[config.mk]
export PLATFORM = sky130hd
export DESIGN_NAME = camera_config_sequencer
export DESIGN_NICKNAME = d
export VERILOG_FILES = /design/src/rtl/camera_config_sequencer.sv
export SDC_FILE = /design/constraint.sdc
export NUM_CORES = 1
export LEC_CHECK = 0
export BUFFER_PORTS_ARGS = -buffer_cell sky130_fd_sc_hd__buf_4
export CORE_MARGIN = 1
export CORE_UTILIZATION = 30
export CTS_CLUSTER_SIZE = 28
export DETAILED_ROUTE_END_ITERATION = 7
export GPL_TIMING_DRIVEN = 0
export PLACE_DENSITY_LB_ADDON = 0.1
export SLEW_MARGIN = 20
export SYNTH_ARGS = -nofsm -noshare
export SYNTH_HDL_FRONTEND = slang
export SYNTH_SLANG_ARGS = --single-unit
[constraint.sdc]
create_clock -name clk -period 5.2 [get_ports clk]
set_input_delay 0.78 -clock clk [delete_from_list [all_inputs] [get_ports clk]]
set_output_delay 0.78 -clock clk [all_outputs]
set_load 0.01 [all_outputs]
[src/rtl/camera_config_sequencer.sv]
// camera_config_sequencer: pushes the seven sensor geometry/exposure registers
// to the image sensor through a req/ack register-write master. A pass runs after
// power-up/soft-reset settle, on any register change, or on cfg_start.
module camera_config_sequencer #(
  parameter logic [7:0] DEV_ADDR      = 8'hBA,
  parameter int         SETTLE_CYCLES = 50000,
  parameter int         ACK_TIMEOUT   = 65535,
  parameter int         RETRY_MAX     = 3
) (
  input  logic        clk,
  input  logic        reset,
  input  logic        cam_soft_reset_n,
  input  logic [15:0] start_row,
  input  logic [15:0] start_column,
  input  logic [15:0] row_size,
  input  logic [15:0] column_size,
  input  logic [15:0] row_mode,
  input  logic [15:0] column_mode,
  input  logic [15:0] exposure,
  input  logic        cfg_start,
  output logic        i2c_req,
  output logic [7:0]  i2c_dev,
  output logic [7:0]  i2c_reg,
  output logic [15:0] i2c_data,
  input  logic        i2c_ack,
  input  logic        i2c_err,
  output logic        cfg_busy,
  output logic        cfg_done,
  output logic        cfg_error
);

  localparam int NUM_REGS = 7;
  localparam int SW = (SETTLE_CYCLES < 1) ? 1 : $clog2(SETTLE_CYCLES + 1);
  localparam int TW = (ACK_TIMEOUT < 2) ? 1 : $clog2(ACK_TIMEOUT + 1);
  localparam int RW = (RETRY_MAX < 1) ? 1 : $clog2(RETRY_MAX + 1);

  typedef enum logic [2:0] {HOLD, SETTLE, IDLE, LOAD, ISSUE, WAIT, NEXT, DONE} state_t;

  typedef struct packed {
    logic [7:0]  addr;
    logic [15:0] data;
  } wr_req_t;

  state_t                         state;
  logic [SW-1:0]                  settle_cnt;
  logic [TW-1:0]                  tmo_cnt;
  logic [RW-1:0]                  retry;
  logic [2:0]                     idx;
  logic                           pending;
  logic [NUM_REGS-1:0][15:0]      cfg_in;
  logic [NUM_REGS-1:0][15:0]      shadow;
  wr_req_t                        sel;
  logic                           changed;
  logic                           timeout;
  logic                           active;

  // Index 0 is start_row, matching write order.
  assign cfg_in  = {exposure, column_mode, row_mode, column_size, row_size, start_column, start_row};
  assign changed = (cfg_in != shadow);
  assign timeout = (tmo_cnt >= TW'(ACK_TIMEOUT - 1));
  assign active  = (state == LOAD) || (state == ISSUE) || (state == WAIT) ||
                   (state == NEXT) || (state == DONE);
  assign i2c_dev  = DEV_ADDR;
  assign cfg_busy = (state != IDLE);

  // Register address / shadow data for the current table entry.
  always_comb begin
    sel = '{addr: 8'h09, data: shadow[6]};
    case (idx)
      3'd0:    sel = '{addr: 8'h01, data: shadow[0]};
      3'd1:    sel = '{addr: 8'h02, data: shadow[1]};
      3'd2:    sel = '{addr: 8'h03, data: shadow[2]};
      3'd3:    sel = '{addr: 8'h04, data: shadow[3]};
      3'd4:    sel = '{addr: 8'h22, data: shadow[4]};
      3'd5:    sel = '{addr: 8'h23, data: shadow[5]};
      default: sel = '{addr: 8'h09, data: shadow[6]};
    endcase
  end

  // Sequencer FSM with registered outputs; soft reset overrides every state.
  always_ff @(posedge clk) begin
    if (reset) begin
      state      <= SETTLE;
      settle_cnt <= SW'(SETTLE_CYCLES);
      tmo_cnt    <= '0;
      retry      <= '0;
      idx        <= '0;
      pending    <= 1'b0;
      shadow     <= '0;
      i2c_req    <= 1'b0;
      i2c_reg    <= '0;
      i2c_data   <= '0;
      cfg_done   <= 1'b0;
      cfg_error  <= 1'b0;
    end else if (!cam_soft_reset_n) begin
      // Abandon any in-flight write; a mandatory pass follows release anyway.
      state      <= HOLD;
      settle_cnt <= SW'(SETTLE_CYCLES);
      i2c_req    <= 1'b0;
      cfg_done   <= 1'b0;
      pending    <= 1'b0;
      if (cfg_start) cfg_error <= 1'b0;
    end else begin
      cfg_done <= 1'b0;
      if (cfg_start) cfg_error <= 1'b0;
      if (active && (cfg_start || changed)) pending <= 1'b1;
      case (state)
        HOLD: begin
          settle_cnt <= SW'(SETTLE_CYCLES);
          state      <= SETTLE;
        end
        SETTLE: begin
          if (settle_cnt == '0) state <= LOAD;
          else settle_cnt <= settle_cnt - 1'b1;
        end
        IDLE: begin
          if (cfg_start || pending || changed) state <= LOAD;
        end
        LOAD: begin
          shadow  <= cfg_in;
          idx     <= '0;
          retry   <= '0;
          pending <= 1'b0;
          state   <= ISSUE;
        end
        ISSUE: begin
          i2c_reg  <= sel.addr;
          i2c_data <= sel.data;
          i2c_req  <= 1'b1;
          tmo_cnt  <= '0;
          state    <= WAIT;
        end
        WAIT: begin
          if (i2c_ack && !i2c_err) begin
            i2c_req <= 1'b0;
            state   <= NEXT;
          end else if (i2c_ack || timeout) begin
            i2c_req <= 1'b0;
            if (retry < RW'(RETRY_MAX)) begin
              retry <= retry + 1'b1;
              state <= ISSUE;
            end else begin
              cfg_error <= 1'b1;
              state     <= IDLE;
            end
          end else if (tmo_cnt != '1) begin
            tmo_cnt <= tmo_cnt + 1'b1;
          end
        end
        NEXT: begin
          if (idx == 3'd6) begin
            cfg_done <= 1'b1;
            state    <= DONE;
          end else begin
            idx   <= idx + 1'b1;
            retry <= '0;
            state <= ISSUE;
          end
        end
        DONE: state <= IDLE;
        default: state <= IDLE;
      endcase
    end
  end

endmodule

==> flow_metrics.py, run 1 <==
metrics = {
    "outcome": {
        "status": "finished clean",
    },
    "route": {
        "dr.pass1.iters": 5,
        "route.detailed.drc": 0,
        "via_count": 8839,
        "first_iter_violations": 861,
        "vias_per_cell": 5.13,
        "wl_per_cell_um": 22.1,
        "ant_nets": 0,
        "finalWirelength_um": 38100,
    },
    "timing": {
        "worstMarginPinSlew_ns": 0.940,
        "grt_setup_unrepaired": "no",
        "drv_slew": 0,
        "max_freq_ghz": 0.296,
        "setup_tns_ns": 0,
        "period_share": 0.650,
        "setup_viol": 0,
        "min_period_ns": 3.38,
        "finClkSkew_ns": 0.0183,
        "hold_viol": 0,
        "max_slew_margin": 0.373,
    },
    "floorplan": {
        "core_um2": 29700,
        "rows": 63,
        "dieArea_um2": 31000,
        "die_w_um": 176,
        "start_util": 0.306,
        "die_h_um": 176,
        "num_io_pins": 154,
    },
    "worst_setup_path": {
        "required_ns": 5.50,
        "max_stage_delay_ns": 0.43,
        "crit_chain": "clkbuf_1 > inv_1 > ha_1 > clkbuf_1 > clkbuf_1 > a22oi_1 > o21ai_0 > mux2i_1 > o21ai_0",
        "crit_path_start_kind": "flop",
        "r2r_slack_ns": 1.82,
        "endpoint_kind": "flop",
        "cpMostUsedCell": "clkbuf_1",
        "r2r-start": "idx[2]$_SDFFE_PP0P_",
        "worstSetupPathType": "flop to flop",
        "critPathArrivalTime_ns": 3.68,
        "r2r-end": "i2c_data[4]$_SDFFE_PP0P_",
        "critPathMaxFanout": 10,
        "crit_slowest_cell": "clkbuf_1",
        "reg2reg_depth": 9,
    },
    "cts": {
        "clock-sinks": 177,
        "cts_tree": "yes",
        "clock_path_buffers": 2,
        "numCtsBuffers": 17,
        "htree_num_levels": 4,
        "ctsHoldBuffers": 0,
        "cts.clk_slew.worst_paths_ns": 0.07,
        "clock-root-buffer": "clkbuf_16",
        "post_cts_buffers": 0,
        "insertion_delay_ns": 0.45,
        "cts_resized": 0,
    },
    "grt": {
        "grt_pass1_wl_um": 55000,
        "gr-total-overflow": 0,
        "use_met3": 0.0426,
        "antenna_found_initial": 0,
        "busiest_layer": "met2",
        "grt_max_degree": 17,
        "grt_use_total": 0.247,
        "grtUsageMet2": 0.400,
        "use_met1": 0.327,
        "grt_pass1_vias": 8455,
    },
    "layout": {
        "drive_gt1_frac": 0.167,
        "top_register": "shadow",
        "stdcell_count": 1723,
        "stdcell_area_um2": 11300,
        "antenna_cells": 0,
        "fillers": 3112,
        "final_nets": 1447,
        "syn_to_final_growth_pct": 24.3,
        "largest_reg_flops": 112,
    },
    "yosys": {
        "synthTopCellsByArea": "dfxtp_1 (39%), nand2_1 (11%), a21oi_1 (6.8%), xnor2_1 (6.6%), xor2_1 (3.6%)",
        "ys.flop_type": "dfxtp_1",
        "postSynth.asyncResetShare": 0,
        "synth_warnings": 0,
        "syn_area_per_cell_um2": 7.91,
        "ys_types": 69,
        "netlist_top_cells_count": "nand2_1 (257), dfxtp_1 (177), a21oi_1 (123)",
        "yosys.cell_count.top_type": "nand2_1",
        "yosys_register_bits": 177,
        "synth_edf_count": 0,
        "synthCells": 1150,
        "synth_top_area_share": 0.390,
        "ys_seq_area_frac": 0.390,
        "synth_area_leader_cell": "dfxtp_1",
        "synth_area_um2": 9100,
    },
    "run": {
        "maxCapViolCount": 0,
    },
    "hold_path": {
        "holdPathEnd": "cfg_error$_SDFF_PP0_",
        "hp-class": "flop to flop",
        "min-delay-start": "cfg_error$_SDFF_PP0_",
        "hold_depth": 2,
    },
    "placed_design": {
        "gp_congestion": 0.935,
        "post-dp-hpwl_um": 29600,
        "dp_cells": 1691,
        "dpl-instance-area_um2": 10700,
        "portBuffers": 142,
    },
    "power": {
        "leakagePower_nw": 4.07,
        "power_density_nw_per_um2": 272,
        "ir_drop_uv": 232,
        "power_mw": 3.07,
    },
}
cell usage in the layout (no fill, tap or decap), types with 14 or more instances in the layout:
cell,n
buf_2,14
nand3_1,16
nor2_1,67
nand2b_1,22
xor2_1,37
a21o_1,14
inv_1,32
a22oi_1,16
dfxtp_1,177
nor4_1,20
nor2b_1,17
xnor2_1,69
clkbuf_1,53
nand4_1,23
buf_4,154
clkbuf_16,17
a21oi_1,123
nand2_1,257
o21ai_0,29
cells by family (layout without fill, tap and decap cells):
group | Yosys count | count (layout) | share of synthesized area
xor gates and xnor gates | 106 | 106 | 0.102
muxes | 16 | 16 | 0.0188
other | 2 | 11 | 0.000826
buffers and inverters | 112 | 286 | 0.0531
and+or+nand+nor | 464 | 464 | 0.238
DFF | 177 | 177 | 0.390
adders and majority gates | 9 | 9 | 0.0124
AOI/OAI and AO/OA | 264 | 264 | 0.185
layout make-up:
| class | instances | area (um2) | area share |
|---|---|---|---|
| inverters | 32 | 120 | 0.0106 |
| well taps | 390 | 488 | 0.0432 |
| multi-input cells | 870 | 5100 | 0.452 |
| clock buffers | 20 | 447 | 0.0395 |
| flip-flops and latches | 177 | 3540 | 0.314 |
| clock inverters | 12 | 171 | 0.0152 |
| repair buffers | 142 | 1070 | 0.0943 |
| plain buffers | 80 | 363 | 0.0321 |
power by group:
group | leakage (nW) | switching (mW) | total, mW | internal [mW]
combinational | 2.34 | 0.163 | 0.284 | 0.122
sequential | 1.43 | 0.0130 | 1.38 | 1.37
clock | 0.302 | 0.626 | 1.41 | 0.784
total | 4.07 | 0.802 | 3.07 | 2.27
metal layers:
layer | share of wire | vias up
met4 | 0.032 | 0
met1 | 0.45 | 4188
met5 | 0 | -
met3 | 0.057 | 45
li1 | - | 4294
met2 | 0.46 | 312
how the worst max path moves through the flow:
stage,start,to,slack [ns],cells after the start
global placement,exposure[6],state[0]$_SDFFE_PP1P_,1.85,7
floorplan,exposure[11],state[0]$_SDFFE_PP1P_,3.12,6
finish,idx[2]$_SDFFE_PP0P_,i2c_data[4]$_SDFFE_PP0P_,1.82,9
global route,idx[2]$_SDFFE_PP0P_,i2c_data[4]$_SDFFE_PP0P_,1.71,9
CTS,idx[2]$_SDFFE_PP0P_,i2c_data[4]$_SDFFE_PP0P_,1.93,9
detailed placement,exposure[6],state[0]$_SDFFE_PP1P_,1.83,7
stage by stage:
stage	utilization	worst slack, ns	hold WS, ns
CTS	0.380	1.93	0.460
finish	0.380	1.82	0.458
floorplan	-	3.12	0.425
detailed placement	0.360	1.83	0.451
global placement	0.360	1.85	0.443
global route	0.380	1.71	0.487
worst max-delay path, delay by kind of cell, from the launching register on:
kind | cells | cell delay, ns
fa+ha+maj | 1 | 0.28
flops | 1 | 0.41
mux | 1 | 0.21
buf+inv | 4 | 1.52
compound gates | 3 | 0.81
Note: power is estimated with default switching activity, not from simulation.
==> run 2: changes to the inputs <==
--- a/config.mk
+++ b/config.mk
@@ -5,6 +5,7 @@
 export SDC_FILE = /design/constraint.sdc
 export NUM_CORES = 1
 export LEC_CHECK = 0
+export ABC_AREA = 1
 export BUFFER_PORTS_ARGS = -buffer_cell sky130_fd_sc_hd__buf_4
 export CORE_MARGIN = 1
 export CORE_UTILIZATION = 30
==> constraint.sdc (replaced) <==
create_clock -name clk -period 3.3 [get_ports clk]
set_input_delay 0.495 -clock clk [delete_from_list [all_inputs] [get_ports clk]]
set_output_delay 0.495 -clock clk [all_outputs]
set_load 0.01 [all_outputs]
==> flow_metrics.py, run 2 <==
metrics = {
    "timing": {
        "hold_viol": 0,
        "drv_slew": 0,
        "finClkSkew_ns": 0.0186,
        "worstMarginPinSlew_ns": 0.775,
        "hold_ws_ns": 0.328,
        "grt_setup_unrepaired": "no",
        "min_period_ns": 2.84,
        "max_slew_margin": 0.483,
        "period_share": 0.861,
        "setup_tns_ns": 0,
        "setup_viol": 0,
        "max_freq_ghz": 0.352,
        "setup_slack_ns": 0.458,
    },
    "power": {
        "p_int_mw": 3.43,
        "comb_power_share": 0.112,
        "leakagePower_nw": 4.85,
        "ir_drop_uv": 338,
        "pwr-share-clk": 0.429,
        "switching_power_mw": 1.37,
        "swShare": 0.285,
        "power_mw": 4.80,
        "seqPwrFrac": 0.458,
        "power_density_nw_per_um2": 408,
    },
    "cts": {
        "cts_tree": "yes",
        "clock_path_buffers": 2,
        "numCtsBuffers": 17,
        "insertion_delay_ns": 0.45,
        "cts.clk_slew.worst_paths_ns": 0.08,
        "cts_resized": 0,
        "ctsHoldBuffers": 0,
        "post_cts_buffers": 0,
        "htree_num_levels": 4,
        "clock-sinks": 177,
        "clock-root-buffer": "clkbuf_16",
    },
    "worst_setup_path": {
        "critPathArrivalTime_ns": 3.13,
        "cpMostUsedCell": "inv_1",
        "crit_path_start_kind": "flop",
        "crit_chain": "inv_1 > ha_1 > inv_1 > clkbuf_1 > o22ai_1 > o41ai_1 > a31oi_1",
        "worstSetupPathType": "flop to flop",
        "required_ns": 3.59,
        "cpLargestDelayFamily": "compound AO/OA/AOI/OAI gates",
        "path_buf_inv": 3,
        "crit_slowest_cell": "o41ai_1",
        "endpoint_kind": "flop",
        "critPathMaxFanout": 10,
        "max_stage_delay_ns": 0.64,
    },
    "layout": {
        "final_nets": 1729,
        "final_common_cell": "nand2_1",
        "layout_common_cells": "nand2_1 (311), inv_1 (223), dfxtp_1 (177)",
        "syn_to_final_growth_pct": 22.6,
        "largest_reg_flops": 112,
        "utilization": 0.373,
        "drive_gt1_frac": 0.146,
        "stdcell_count": 2018,
        "top_register": "shadow",
        "stdcell_area_um2": 11700,
    },
    "placed_design": {
        "gp_congestion": 0.888,
        "post-dp-hpwl_um": 28500,
        "dpl-instance-area_um2": 11200,
        "dp_cells": 1985,
        "post-place-ws_ns": 0.482,
        "portBuffers": 141,
    },
    "floorplan": {
        "rows": 65,
        "start_util": 0.304,
        "die_h_um": 181,
        "core_um2": 31500,
        "dieArea_um2": 32700,
        "die_w_um": 181,
        "num_io_pins": 154,
    },
    "route": {
        "finalWirelength_um": 36300,
        "via_count": 9718,
        "first_iter_violations": 749,
        "wl_per_cell_um": 18.0,
        "ant_nets": 0,
        "vias_per_cell": 4.82,
        "route.detailed.drc": 0,
        "dr.pass1.iters": 7,
    },
    "yosys": {
        "yosys_register_bits": 177,
        "ys_seq_area_frac": 0.370,
        "synth_top_area_share": 0.370,
        "yosys.cell_count.top_type": "nand2_1",
        "ys_types": 46,
        "synth_area_leader_cell": "dfxtp_1",
        "syn_area_per_cell_um2": 6.69,
        "netlist_top_cells_count": "nand2_1 (311), inv_1 (223), dfxtp_1 (177)",
        "ys.flop_type": "dfxtp_1",
        "synth_area_um2": 9580,
        "synth_warnings": 0,
        "postSynth.asyncResetShare": 0,
        "synthCells": 1433,
        "synth_edf_count": 0,
        "synthTopCellsByArea": "dfxtp_1 (37%), nand2_1 (12%), inv_1 (8.7%), a21oi_1 (7.3%), o21ai_0 (6.0%)",
    },
    "grt": {
        "gr-total-overflow": 0,
        "use_met1": 0.279,
        "grtUsageMet2": 0.371,
        "grt_use_total": 0.222,
        "grt_pass1_vias": 9214,
        "use_met3": 0.0502,
        "grt_max_degree": 18,
        "grt_pass1_wl_um": 54200,
        "busiest_layer": "met2",
        "antenna_found_initial": 1,
    },
    "outcome": {
        "status": "finished clean",
    },
    "run": {
        "maxCapViolCount": 0,
    },
    "hold_path": {
        "hp-class": "primary input to flop",
    },
}
-- run 2: changes by cell type after synthesis, moves of 32 or more --
cell	change
xnor2_1	-32
nor2_1	+37
o21ai_0	+86
nand3_1	+32
nand2_1	+54
inv_1	+191
-- run 2: per-layer routing --
metal	wire length, um	vias to the layer above
met5	0	-
met4	1030	0
met3	2190	48
met2	17000	266
met1	16000	4461
li1	-	4943
-- run 2: final timing paths --
check                        startpoint                    endpoint  slack, ns  cells past startpoint
max                 idx[2]$_SDFFE_PP0P_    i2c_data[1]$_SDFFE_PP0P_       0.46                      7
min reg2reg  settle_cnt[9]$_SDFFE_PP1P_  settle_cnt[9]$_SDFFE_PP1P_       0.46                      2
min                     start_column[4]     shadow[20]$_SDFFE_PP0P_       0.33                      3
max reg2reg         idx[2]$_SDFFE_PP0P_    i2c_data[1]$_SDFFE_PP0P_       0.46                      7
-- run 2: worst register-to-register path, stage by stage, from the launching register on --
cell	delay, ns
dfxtp_1	0.40
inv_1	0.11
ha_1	0.35
inv_1	0.21
clkbuf_1	0.54
o22ai_1	0.25
o41ai_1	0.64
a31oi_1	0.20
-- run 2: power groups by stage --
stage | Sequential [mW] | Combinational [mW] | Clock, mW
final | 2.20 | 0.539 | 2.06
after floorplan | 2.24 | 0.282 | 0
after CTS | 2.20 | 0.540 | 2.10
after detailed placement | 2.25 | 0.538 | 0
after global placement | 2.25 | 0.536 | 0
after global routing | 2.20 | 0.602 | 2.18
-- run 2: area by class of cell --
type	count	area, um2
sequential	177	3540
antenna	1	2.50
inverter	232	876
tap	402	503
multi-input combinational	964	4860
clock inverter	13	115
buffer	69	335
clock buffer	19	453
fill	3439	19700
timing repair buffer	141	1060
-- run 2: cell families after synthesis --
group / Yosys count / synth area share
simple gates: 529 / 0.232
compound gates: 358 / 0.207
buf+inv: 301 / 0.126
flops: 177 / 0.370
xor+xnor: 57 / 0.0521
fa+ha+maj: 9 / 0.0118
other cells: 2 / 0.000784
==> run 3: changes to the inputs <==
--- a/config.mk
+++ b/config.mk
@@ -13,6 +13,7 @@
 export DETAILED_ROUTE_END_ITERATION = 7
 export GPL_TIMING_DRIVEN = 0
 export PLACE_DENSITY_LB_ADDON = 0.1
+export RECOVER_POWER = 50
 export SLEW_MARGIN = 20
 export SYNTH_ARGS = -nofsm -noshare
 export SYNTH_HDL_FRONTEND = slang
==> flow_metrics.py, run 3 (synthesis gave the netlist of run 2 again) <==
metrics = {
    "outcome": {
        "status": "finished clean",
    },
    "cts": {
        "htree_num_levels": 4,
        "cts.clk_slew.worst_paths_ns": 0.08,
        "clock_path_buffers": 2,
        "post_cts_buffers": 0,
        "numCtsBuffers": 17,
        "cts_resized": 0,
        "insertion_delay_ns": 0.45,
        "clock-root-buffer": "clkbuf_16",
        "ctsHoldBuffers": 0,
        "clock-sinks": 177,
        "cts_tree": "yes",
    },
    "worst_setup_path": {
        "cp-endpoint": "i2c_data[1]$_SDFFE_PP0P_",
        "r2r-start": "idx[2]$_SDFFE_PP0P_",
        "crit_slowest_cell": "o41ai_1",
        "required_ns": 3.59,
        "cpLargestDelayFamily": "compound AO/OA/AOI/OAI gates",
        "r2r_slack_ns": 0.42,
        "worstSetupPathDepth": 7,
        "critPathMaxFanout": 10,
        "crit_chain": "inv_1 > ha_1 > inv_1 > clkbuf_1 > o22ai_1 > o41ai_1 > a31oi_1",
        "critPathArrivalTime_ns": 3.17,
        "crit_path_start_kind": "flop",
        "worstSetupPathType": "flop to flop",
        "cpMostUsedCell": "inv_1",
        "cp-startpoint": "idx[2]$_SDFFE_PP0P_",
        "max_stage_delay_ns": 0.67,
        "endpoint_kind": "flop",
        "r2r-end": "i2c_data[1]$_SDFFE_PP0P_",
        "reg2reg_depth": 7,
        "path_buf_inv": 3,
    },
    "hold_path": {
        "hp-class": "primary input to flop",
    },
    "timing": {
        "finClkSkew_ns": 0.0147,
        "drv_slew": 0,
        "period_share": 0.872,
        "grt_setup_unrepaired": "no",
        "worstMarginPinSlew_ns": 0.746,
        "setup_tns_ns": 0,
        "max_slew_margin": 0.496,
        "hold_ws_ns": 0.333,
        "hold_viol": 0,
        "max_freq_ghz": 0.348,
        "min_period_ns": 2.88,
        "setup_viol": 0,
    },
    "layout": {
        "layout_common_cells": "nand2_1 (315), inv_1 (226), dfxtp_1 (177)",
        "final_nets": 1729,
        "drive_gt1_frac": 0.119,
        "final_common_cell": "nand2_1",
        "syn_to_final_growth_pct": 20.9,
        "stdcell_area_um2": 11600,
        "top_register": "shadow",
        "largest_reg_flops": 112,
        "utilization": 0.368,
    },
    "floorplan": {
        "core_um2": 31500,
        "start_util": 0.304,
        "dieArea_um2": 32700,
        "die_w_um": 181,
        "die_h_um": 181,
        "rows": 65,
        "num_io_pins": 154,
    },
    "grt": {
        "grt_pass1_wl_um": 54200,
        "gr-total-overflow": 0,
        "antenna_found_initial": 1,
        "grt_max_degree": 18,
        "grt_pass1_vias": 9214,
        "grt_use_total": 0.222,
    },
    "route": {
        "wl_per_cell_um": 18.0,
        "dr.pass1.iters": 7,
        "vias_per_cell": 4.81,
        "finalWirelength_um": 36200,
        "ant_nets": 0,
        "route.detailed.drc": 0,
        "first_iter_violations": 770,
        "via_count": 9709,
    },
    "power": {
        "power_mw": 4.79,
        "p_int_mw": 3.43,
        "ir_drop_uv": 335,
        "pwr-share-clk": 0.429,
        "switching_power_mw": 1.36,
        "leakagePower_nw": 4.72,
        "power_density_nw_per_um2": 414,
        "seqPwrFrac": 0.459,
        "comb_power_share": 0.112,
        "swShare": 0.285,
    },
    "placed_design": {
        "gp_congestion": 0.888,
        "dpl-instance-area_um2": 11200,
        "portBuffers": 141,
        "post-dp-hpwl_um": 28500,
    },
    "run": {
        "maxCapViolCount": 0,
    },
}
==> run 3: changes by cell type in the layout (fill, tap and decap cells not counted), moves of 4 or more <==
cell      before  now
nand2_1      311  315
buf_4        154  128
inv_2          7    3
clkbuf_1      50   77
==> run 3: how the worst min path moves through the flow <==
stage                                        endpoint  cells past startpoint                   startpoint
after global placement    settle_cnt[14]$_SDFFE_PP1P_                      2  settle_cnt[14]$_SDFFE_PP1P_
final                         shadow[20]$_SDFFE_PP0P_                      3              start_column[4]
after floorplan           settle_cnt[13]$_SDFFE_PP0P_                      1  settle_cnt[13]$_SDFFE_PP0P_
after global routing          shadow[74]$_SDFFE_PP0P_                      3                 row_mode[10]
after CTS                     shadow[28]$_SDFFE_PP0P_                      3             start_column[12]
after detailed placement   settle_cnt[9]$_SDFFE_PP1P_                      2   settle_cnt[9]$_SDFFE_PP1P_
==> run 3: layout make-up <==
cell class	instances	area [um2]
Tap cell	402	503
Multi-Input combinational cell	964	4810
Clock inverter	13	115
Fill cell	3460	19900
Clock buffer	19	453
Antenna cell	1	2.50
Inverter	232	872
Buffer	69	324
Sequential cell	177	3540
Timing Repair Buffer	141	965
==> run 3: metal layers <==
layer,up-vias,wire [um],global-route usage
li1,4940,-,-
met3,46,2330,0.0502
met4,0,1020,0.0803
met2,272,17000,0.371
met5,-,0,0
met1,4451,15900,0.279
==> run 3: power by group through the flow <==
stage	combinational [mW]	sequential, mW	clock, mW
2_1_floorplan	0.282	2.24	0
3_3_place_gp	0.536	2.25	0
3_5_place_dp	0.538	2.25	0
4_1_cts	0.540	2.20	2.10
5_1_grt	0.599	2.20	2.18
6_report	0.536	2.20	2.06
==> run 3: stage by stage <==
step | std cells | setup WS (ns)
3_5_place_dp | 1985 | 0.482
6_report | 2018 | 0.423
5_1_grt | 2017 | 0.307
2_1_floorplan | 1442 | 1.59
3_3_place_gp | 1985 | 0.538
4_1_cts | 2017 | 0.476
==> run 3: worst min-delay path: cells and delay by family <==
kind	cells	cell delay (ns)
AOI/OAI and AO/OA	2	0.15
buffers and inverters	1	0.09
